`config.mk`:
```
export PLATFORM = sky130hd
export DESIGN_NAME = instr_fetch
export DESIGN_NICKNAME = d
export VERILOG_FILES = /design/src/rtl/instr_fetch.sv
export SDC_FILE = /design/constraint.sdc
export NUM_CORES = 1
export LEC_CHECK = 0
export CAP_MARGIN = 20
export CORE_MARGIN = 2
export CORE_UTILIZATION = 49
export CTS_CLUSTER_DIAMETER = 150
export DETAILED_ROUTE_END_ITERATION = 6
export PLACE_DENSITY = 0.85
export SLEW_MARGIN = 10
export SYNTH_ARGS = -nofsm -noshare
export SYNTH_HDL_FRONTEND = slang
export SYNTH_SLANG_ARGS = --single-unit
export TNS_END_PERCENT = 30
```
`constraint.sdc`:
```
create_clock -name clk -period 5.1 [get_ports clk]
set_input_delay 1.02 -clock clk [delete_from_list [all_inputs] [get_ports clk]]
set_output_delay 1.02 -clock clk [all_outputs]
set_load 0.02 [all_outputs]
```
`src/rtl/instr_fetch.sv`:
```
// instr_fetch: PC-driven fetch FSM with request/ack memory reads, a 2-entry
// prefetch queue toward the decoder, flush and a sticky timeout fault.
module instr_fetch #(
    parameter int ADDR_W  = 16,
    parameter int DATA_W  = 16,
    parameter int TIMEOUT = 15
) (
    input  logic              clk,
    input  logic              resetN,
    input  logic [ADDR_W-1:0] pcAddress,
    output logic              pcOutEn,
    output logic              pcCount,
    output logic [ADDR_W-1:0] memAddr,
    output logic              memRd,
    input  logic [DATA_W-1:0] memData,
    input  logic              memAck,
    input  logic              stall,
    input  logic              flush,
    output logic [DATA_W-1:0] instr,
    output logic [3:0]        opcode,
    output logic [11:0]       operand,
    output logic              irValid,
    input  logic              irReady,
    output logic              fetchFault
);
    localparam logic [2:0] IDLE  = 3'd0;
    localparam logic [2:0] ADDR  = 3'd1;
    localparam logic [2:0] READ  = 3'd2;
    localparam logic [2:0] INC   = 3'd3;
    localparam logic [2:0] FAULT = 3'd4;
    localparam int TW = $clog2(TIMEOUT + 1);

    logic [2:0]        state_q, state_d;
    logic [TW-1:0]     tmo_q, tmo_d;
    logic [ADDR_W-1:0] addr_q, addr_d;
    logic [1:0]        count_q, count_d;
    logic [DATA_W-1:0] q0_q, q0_d, q1_q, q1_d;
    logic              push, pop;

    always_comb begin
        state_d = state_q;
        tmo_d   = tmo_q;
        addr_d  = addr_q;
        case (state_q)
            IDLE:    state_d = (!stall && !flush && count_q != 2'd2) ? ADDR : IDLE;
            ADDR: begin
                state_d = flush ? IDLE : READ;
                addr_d  = flush ? addr_q : pcAddress;
                tmo_d   = '0;
            end
            // An ack wins over flush: the word has already left memory, so the PC must still advance
            READ: begin
                if (memAck)
                    state_d = INC;
                else if (flush)
                    state_d = IDLE;
                else if (tmo_q == TW'(TIMEOUT - 1))
                    state_d = FAULT;
                else
                    tmo_d = tmo_q + 1'b1;
            end
            INC:     state_d = IDLE;
            FAULT:   state_d = flush ? IDLE : FAULT;
            default: state_d = IDLE;
        endcase
    end

    assign push = state_q == READ && memAck && !flush;
    assign pop  = count_q != 2'd0 && irReady && !flush;

    always_comb begin
        q0_d    = q0_q;
        q1_d    = q1_q;
        count_d = flush ? 2'd0 : count_q + 2'(push) - 2'(pop);
        if (pop) begin
            q0_d = (push && count_q == 2'd1) ? memData : q1_q;
            q1_d = push ? memData : q1_q;
        end else if (push) begin
            q0_d = (count_q == 2'd0) ? memData : q0_q;
            q1_d = (count_q == 2'd0) ? q1_q : memData;
        end
    end

    always_ff @(posedge clk or negedge resetN) begin
        if (!resetN) begin
            state_q <= IDLE;
            tmo_q   <= '0;
            addr_q  <= '0;
            count_q <= 2'd0;
            q0_q    <= '0;
            q1_q    <= '0;
        end else begin
            state_q <= state_d;
            tmo_q   <= tmo_d;
            addr_q  <= addr_d;
            count_q <= count_d;
            q0_q    <= q0_d;
            q1_q    <= q1_d;
        end
    end

    assign pcOutEn    = state_q == ADDR;
    assign memRd      = state_q == READ;
    assign pcCount    = state_q == INC;
    assign fetchFault = state_q == FAULT;
    assign memAddr    = addr_q;
    assign irValid    = count_q != 2'd0;
    assign instr      = q0_q;
    assign opcode     = q0_q[15:12];
    assign operand    = q0_q[11:0];
endmodule

```
* After elaboration in Yosys (flattened, before gate mapping) *
Cells that the tools add are included.

storage, ports and cells
  bits in registers = 57
  input port bits = 38
  output and inout port bits = 53

operators by class
  add/sub/neg operators = 3
  eq/ne operators = 12
  multiplexer cells = 20
  bitwise operators = 1
  reductions and logical operators = 19

operators with widths
  operator                                                          number
  16-bit 2-to-1 mux                                                 8
  3-bit 2-to-1 mux                                                  4
  4-bit 2-to-1 mux                                                  3
  3-bit one-hot mux with 4 select lines                             1
  2-bit != test (second input constant)                             5
  4-bit one-hot mux with 2 select lines                             1
  2-bit nonzero test                                                4
  1-bit logical AND                                                 7
  3-bit by 2-bit == test with 1-bit output (second input constant)  2
  2-bit AND reduction                                               3
  4-bit by 1-bit adder with 4-bit output (second input constant)    1
  4-bit == test (second input constant)                             1
  2-bit 2-to-1 mux                                                  2
  4-bit by 1-bit != test with 1-bit output (second input constant)  1
  4-bit AND reduction                                               1
  3-bit by 1-bit == test with 1-bit output (second input constant)  1
  3-bit == test (second input constant)                             1
  3-bit logical NOT                                                 1
  2-bit by 1-bit adder with 2-bit output                            1
  2-bit by 1-bit == test with 1-bit output (second input constant)  1
  1-bit logical NOT                                                 2
  2-bit logical NOT                                                 1
  2-bit by 1-bit subtractor with 2-bit output                       1
  1-bit 2-to-1 mux                                                  1
  1-bit NOT                                                         1

* Depth between registers and ports, before layout *
Gate-level depths: netlist of run 1.

  word-level depth = 6
  mapped depth = 9

* Worst setup path before layout of run 1 *
OpenSTA, ideal clock, no wires.

  kind = input-to-reg
  start = in flush
  end = reg q0_q[10], in the netlist instr[10]
  setup time = 73 ps
  data arrival time = 2492 ps
  required time = 5027 ps
  setup slack = 2535 ps
  cell stages on the path = 8
  cells stage by stage = clkbuf_2 > nor4b_4 > nand2_1 > ha_1 > a21oi_1 > clkbuf_1 > nor2_1 > a21oi_2

on the way
  longest elaborated chain between the ends = 5
  elaborated cells between the ends (all ways) = 9
  classes of those cells = mux: 2; reduce/logical: 7

ends and longest elaborated chain
  element                 RTL line  source
  start: declaration      18        input logic flush,
  1-bit logical NOT *     68, 69
  1-bit logical AND       68        assign push = state_q == READ && memAck && !flush;
  1-bit logical AND       76        q0_d = (push && count_q == 2'd1) ? memData : q1_q;
  16-bit 2-to-1 mux       76
  16-bit 2-to-1 mux       75        if (pop) begin
  end signal: assignment  97        q0_q <= q0_d;
  end: declaration        37        logic [DATA_W-1:0] q0_q, q0_d, q1_q, q1_d;

Every way passes the cells marked *; elsewhere a longest branch is shown, timed or not.
A chain may end at the register's enable or synchronous reset.

* Final worst setup path of run 1 *
  start = in flush
  end = reg q0_q[9], in the netlist instr[9]

Same word-level chain as after synthesis.

==> impl_metrics.csv, run 1 <==
group,metric,value,unit
status,outcome,"complete, no violations",
worst_setup_path,cp.required,5.30,ns
pwr,clockPowerShare,0.190,
drt,wl_per_cell,15.19,µm
drt,route.detailed.drc,0,
yosys,yosysSeqAreaShare,0.5310,
yosys,yosysTopAreaCell,"dfrtp_1",
sta,rsz0062_at_grt,"false",
sta,hold_ws,0.5058,ns
sta,final_max_slew_viol_count,0,
sta,setup_viol,0,
yosys,netlist_instances,215,
yosys,synthTopCellsByCount,"dfrtp_1, mux2_2, nor2_1, mux2i_1, buf_4",
global_route,grt_pass1_wl,9425,µm
yosys,synth_flop_cell,"dfrtp_1",
drt,first_pass_iters,4,
worst_setup_path,crit_arrival,3.25,ns
floorplanning,pin_count,91,
sta,clock_skew,0.005370,ns
yosys,netlist_top_cells_area,"dfrtp_1, mux2_2, mux2i_1",
drt,avgViaCountPerCell,5.008,
sta,hold_violations,0,
yosys,syn_area,0.002686,mm²
yosys,synth_compound_area_frac,0.06474,
yosys,synth_top_area_frac,0.5310,
global_route,grt_util_all_layers,0.2016,
global_route,antenna_found_initial,0,
floorplanning,die-height,78.04,µm
sta,post-route-period-util,0.5975,
floorplanning,die_w,78.04,µm
global_route,gr-total-overflow,0,
yosys,synth-simple-area-share,0.09362,
clock_network,clock_latency,0.32,ns
pwr,p_comb_frac,0.463,
finish,drive_gt1_frac,0.2333,
placement,gp_congestion,0.7547,
yosys,postSynthAreaPerCell,12.49,µm²
yosys,synth_xor_area_frac,0.006521,
floorplanning,design.core.area,0.005205,mm²
drt,ant_nets,0,
floorplanning,rows,26,
yosys,ys_seq_elements,57,
placement,hpwl,3869,µm
yosys,syn_nets,258,
clock_network,h-tree-depth,3,
sta,layout_min_cycle_time,3.047,ns
floorplanning,dieArea,0.006090,mm²
finish,finalNetCount,338,
pwr,p_leak,1.601,nW
yosys,synthArstFlopShare,1.000,
finish,antenna_cells,0,
run,maxCapViolCount,0,
clock_network,cts_resized,0,
sta,tightest_slew,1.112,ns
yosys,synth_cell_type_count,32,
hold_path,hold_class,"reg -> reg",
placement,io_buffers,90,
clock_network,cts_setup_buffers,0,
pwr,cellPowerDensity,618.0,mW/mm²
yosys,synth.most_common_cell,"dfrtp_1",
worst_setup_path,crit_path_start_kind,"primary input",
worst_setup_path,worstPathMaxFanout,16,
pwr,swShare,0.3602,
worst_setup_path,cp-end-kind,"flip-flop",
pwr,pwr-share-seq,0.346,
pwr,p_sw,0.8334,mW
yosys,synth.mux.area_fraction,0.2087,
floorplanning,start_util,0.5161,
sta,max_freq,328.2,MHz
clock_network,clk_pin_slew,0.06,ns
pwr,p_int,1.480,mW
yosys,synth_edf_count,0,
drt,first_iter_violations,154,
drt,dr_total_vias,1853,
clock_network,cts_tree,"yes",
yosys,synth_top_family_by_area,"multiplexers",
pwr,ir_drop,0.3240,mV
clock_network,clockBufferDepth,2,
sta,relSlewSlack,0.2564,
worst_setup_path,path_class,"in -> reg",
yosys,synth_warnings,0,
global_route,grt_max_degree,58,
sta,fin_tns_setup,0,ns
finish,syn_to_final_growth,39.36,%
global_route,grt_pass1_vias,1971,
clock_network,root_buffer,"clkbuf_8",
yosys,post_synth_fa_ha_maj_area_fraction,0.02329,
drt,finalWirelength,5619,µm
clock_network,holdBufCountCts,0,
clock_network,cts.sinks,57,
pwr,power,2.314,mW
clock_network,numCtsBuffers,9,
==> power groups by stage <==
stage | registers (mW) | logic, mW | clock network [mW]
4_1_cts | 0.802 | 1.08 | 0.452
2_1_floorplan | 0.940 | 0.504 | 0
6_report | 0.802 | 1.07 | 0.441
5_1_grt | 0.830 | 1.14 | 0.474
3_3_place_gp | 0.792 | 1.05 | 0
3_5_place_dp | 0.808 | 1.07 | 0
==> layout make-up <==
class	instances	area, µm²
Clock inverter	4	50.05
Sequential cell	57	1426
Clock buffer	12	165.2
Inverter	7	26.28
Fill cell	377	1461
Timing Repair Buffer	93	918.4
Tap cell	70	87.58
Multi-Input combinational cell	127	1070
==> worst paths after layout <==
path                            startpoint    endpoint  slack (ns)  depth (start not counted)
worst min-delay path              q1_q[10]    q1_q[10]        0.51                          1
worst max register to register  state_q[1]    instr[9]        2.93                          4
worst min register to register    q1_q[10]    q1_q[10]        0.51                          1
worst max-delay path                 flush    instr[9]        2.05                          5
max in group asynchronous           resetN  state_q[1]        3.82                          2
min in group asynchronous           resetN  memAddr[7]        0.82                          2
==> kinds of logic after synthesis <==
group                    Yosys count
AO/OA/AOI/OAI                     23
XOR/XNOR                           2
adder cells (fa/ha/maj)            5
buffers and inverters             31
flip-flops                        57
multiplexers                      52
AND/OR/NAND/NOR                   45
==> cells in the final DEF, fill, tap and decap left out, drive strengths merged <==
cell | netlist | routed
dfrtp | 57 | 57
a21o | 1 | 1
nand3 | 3 | 3
nor3 | 2 | 2
xnor2 | 1 | 1
clkinvlp | 0 | 2
and3b | 2 | 2
clkinv | 0 | 1
a211oi | 1 | 1
nor4b | 1 | 1
xor2 | 1 | 1
nor2 | 21 | 21
a21oi | 19 | 19
nor3b | 4 | 4
or2 | 1 | 1
clkdlybuf4s50 | 0 | 89
clkbuf | 3 | 12
o21ai | 1 | 1
nand2b | 3 | 3
mux2i | 20 | 20
mux2 | 32 | 32
inv | 7 | 7
nand2 | 7 | 7
a2111oi | 1 | 1
buf | 21 | 4
nor2b | 1 | 1
ha | 5 | 5
bufinv | 0 | 1
==> metal layers <==
metal	part of all wire	track usage	up-vias	routed length [µm]
met3	0.038	0.04138	12	211
met4	0.025	0.1070	0	139
met2	0.52	0.3422	52	2934
li1	-	-	882	-
met1	0.42	0.2417	907	2333
met5	0	0	-	0
==> critical path, stage by stage <==
cell             delay [ns]
clkdlybuf4s50_1        0.58
nand2b_1               0.32
a211oi_4               0.88
mux2i_1                0.35
a21oi_2                0.08
==> through the flow <==
stage	util	setup slack [ns]	instances	instance area, µm²
after floorplan	-	2.535	215	2686
after global placement	0.6764	1.851	353	3521
after detailed placement	0.6779	1.745	354	3528
after CTS	0.7192	2.038	370	3744
after global routing	0.7192	1.895	370	3744
final	0.7192	2.053	370	3744
==> registers in the layout (all words and copies together) (netlist names) <==
name and flops:
tmo_q 4, memAddr 16, count_q 2, state_q 3, instr 16, q1_q 16
Note: power is estimated with default switching activity, not from simulation.
==> inputs of run 2 (changes only) <==
--- a/config.mk
+++ b/config.mk
@@ -7,10 +7,10 @@
 export LEC_CHECK = 0
 export CAP_MARGIN = 20
 export CORE_MARGIN = 2
-export CORE_UTILIZATION = 49
+export CORE_UTILIZATION = 41
 export CTS_CLUSTER_DIAMETER = 150
 export DETAILED_ROUTE_END_ITERATION = 6
-export PLACE_DENSITY = 0.85
+export PLACE_DENSITY = 0.76
 export SLEW_MARGIN = 10
 export SYNTH_ARGS = -nofsm -noshare
 export SYNTH_HDL_FRONTEND = slang
==> constraint.sdc (replaced) <==
create_clock -name clk -period 2.5 [get_ports clk]
set_input_delay 0.5 -clock clk [delete_from_list [all_inputs] [get_ports clk]]
set_output_delay 0.5 -clock clk [all_outputs]
set_load 0.02 [all_outputs]
==> impl_metrics.csv, run 2 (synthesis results as in run 1) <==
group,metric,value,unit
worst_setup_path,worstPathMaxFanout,7,
sta,relSlewSlack,0.5844,
floorplanning,pin_count,91,
worst_setup_path,slowest_delay,0.67,ns
finish,layout_common_cells,"clkdlybuf4s50_1, dfrtp_1, mux2_2, nor2_1, mux2i_1",
global_route,use_met2,0.2571,
placement,place_ws,0.01757,ns
clock_network,numCtsBuffers,9,
clock_network,root_buffer,"clkbuf_8",
floorplanning,die-height,84.95,µm
sta,tightest_slew,0.6234,ns
worst_setup_path,cp-end-kind,"primary output",
worst_setup_path,crit_arrival,1.83,ns
worst_setup_path,cp.required,2.00,ns
sta,final_max_slew_viol_count,0,
drt,route.detailed.drc,0,
global_route,grt_pass1_vias,1863,
pwr,ir_drop,0.6874,mV
sta,post-route-period-util,0.9300,
floorplanning,rows,29,
clock_network,clk_pin_slew,0.06,ns
global_route,antenna_found_initial,0,
placement,hpwl,3904,µm
clock_network,cts.sinks,57,
finish,drive_gt1_frac,0.2476,
clock_network,h-tree-depth,3,
floorplanning,start_util,0.4231,
worst_setup_path,crit_path_start_kind,"flip-flop",
global_route,gr-total-overflow,0,
status,outcome,"complete, no violations",
floorplanning,dieArea,0.007216,mm²
pwr,p_leak,1.648,nW
placement,gp_congestion,0.7711,
pwr,cellPowerDensity,1223,mW/mm²
drt,first_pass_iters,4,
global_route,grt_max_degree,33,
finish,layout_commonest_cell,"clkdlybuf4s50_1",
drt,avgViaCountPerCell,4.786,
global_route,grt_most_used_layer,"met2",
clock_network,cts_setup_buffers,0,
sta,max_freq,430.1,MHz
sta,clock_skew,0.004539,ns
run,maxCapViolCount,0,
clock_network,clockBufferDepth,2,
global_route,grt_util_all_layers,0.1570,
global_route,grt_pass1_wl,8887,µm
placement,io_buffers,90,
finish,antenna_cells,0,
clock_network,holdBufCountCts,0,
floorplanning,die_w,84.95,µm
sta,layout_min_cycle_time,2.325,ns
floorplanning,design.core.area,0.006350,mm²
drt,dr_total_vias,1838,
sta,rsz0062_at_grt,"false",
finish,syn_to_final_growth,42.94,%
drt,finalWirelength,5342,µm
hold_path,hold_class,"in -> async",
clock_network,clock_latency,0.32,ns
worst_setup_path,path_class,"reg -> out",
finish,finalNetCount,345,
sta,hold_violations,0,
global_route,use_met3,0.03502,
drt,wl_per_cell,13.91,µm
worst_setup_path,path_cells,"nor3b_1 > clkdlybuf4s50_1",
sta,fin_tns_setup,0,ns
drt,ant_nets,0,
sta,fin_ws,0.1749,ns
drt,first_iter_violations,64,
clock_network,cts_tree,"yes",
sta,setup_viol,0,
sta,hold_ws,0.1867,ns
worst_setup_path,cp_slowest_cell,"clkdlybuf4s50_1",
global_route,gr-usage-met1,0.1980,
clock_network,cts_resized,1,
==> run 2: cell types whose count changed in the layout (fill, tap and decap cells not counted), sizes merged <==
cell | before | now
buf | 4 | 11
clkdlybuf4s50 | 89 | 88
clkinvlp | 2 | 1
dlygate4sd2 | 0 | 1
clkinv | 1 | 2
==> run 2: worst max-delay path: cells and delay by family (launching register included) <==
kind                   cells  cell delay, ns
buffers and inverters      1            0.67
flip-flops                 1            0.50
AND/OR/NAND/NOR            1            0.33
==> run 2: power breakdown <==
group	switching (mW)	internal [mW]
registers	0.277	1.35
logic	1.04	1.16
clock network	0.356	0.515
==> run 2: area by class of cell <==
| class | instances | area [µm²] |
|---|---|---|
| fillers | 514 | 2510 |
| flip-flops and latches | 57 | 1426 |
| multi-input cells | 127 | 1077 |
| repair buffers | 100 | 1007 |
| clock buffers | 12 | 155.1 |
| well taps | 77 | 96.34 |
| clock inverters | 4 | 51.30 |
| inverters | 7 | 26.28 |
==> run 2: routing by layer <==
layer	wire, µm	share of wire
met5	0	0
met4	110	0.021
met3	187	0.035
met2	2691	0.50
met1	2352	0.44
==> run 2: final timing paths <==
check | startpoint | end | slack, ns | cells after the start
max | state_q[2] | fetchFault | 0.17 | 2
min | resetN | memAddr[15] | 0.19 | 1
max reg2reg | state_q[2] | count_q[1] | 0.57 | 8
min reg2reg | q1_q[8] | q1_q[8] | 0.51 | 1
max in group asynchronous | resetN | memAddr[10] | 1.72 | 2
min in group clk | q1_q[8] | q1_q[8] | 0.51 | 1
==> run 2: per-stage QoR <==
stage / total power, mW / cell area, µm² / util / instances
global route: 4.966 / 3840 / 0.6047 / 384
CTS: 4.754 / 3840 / 0.6047 / 384
detailed placement: 3.874 / 3635 / 0.5724 / 368
global placement: 3.813 / 3635 / 0.5724 / 368
floorplan: 2.946 / 2686 / - / 215
finish: 4.695 / 3840 / 0.6047 / 384
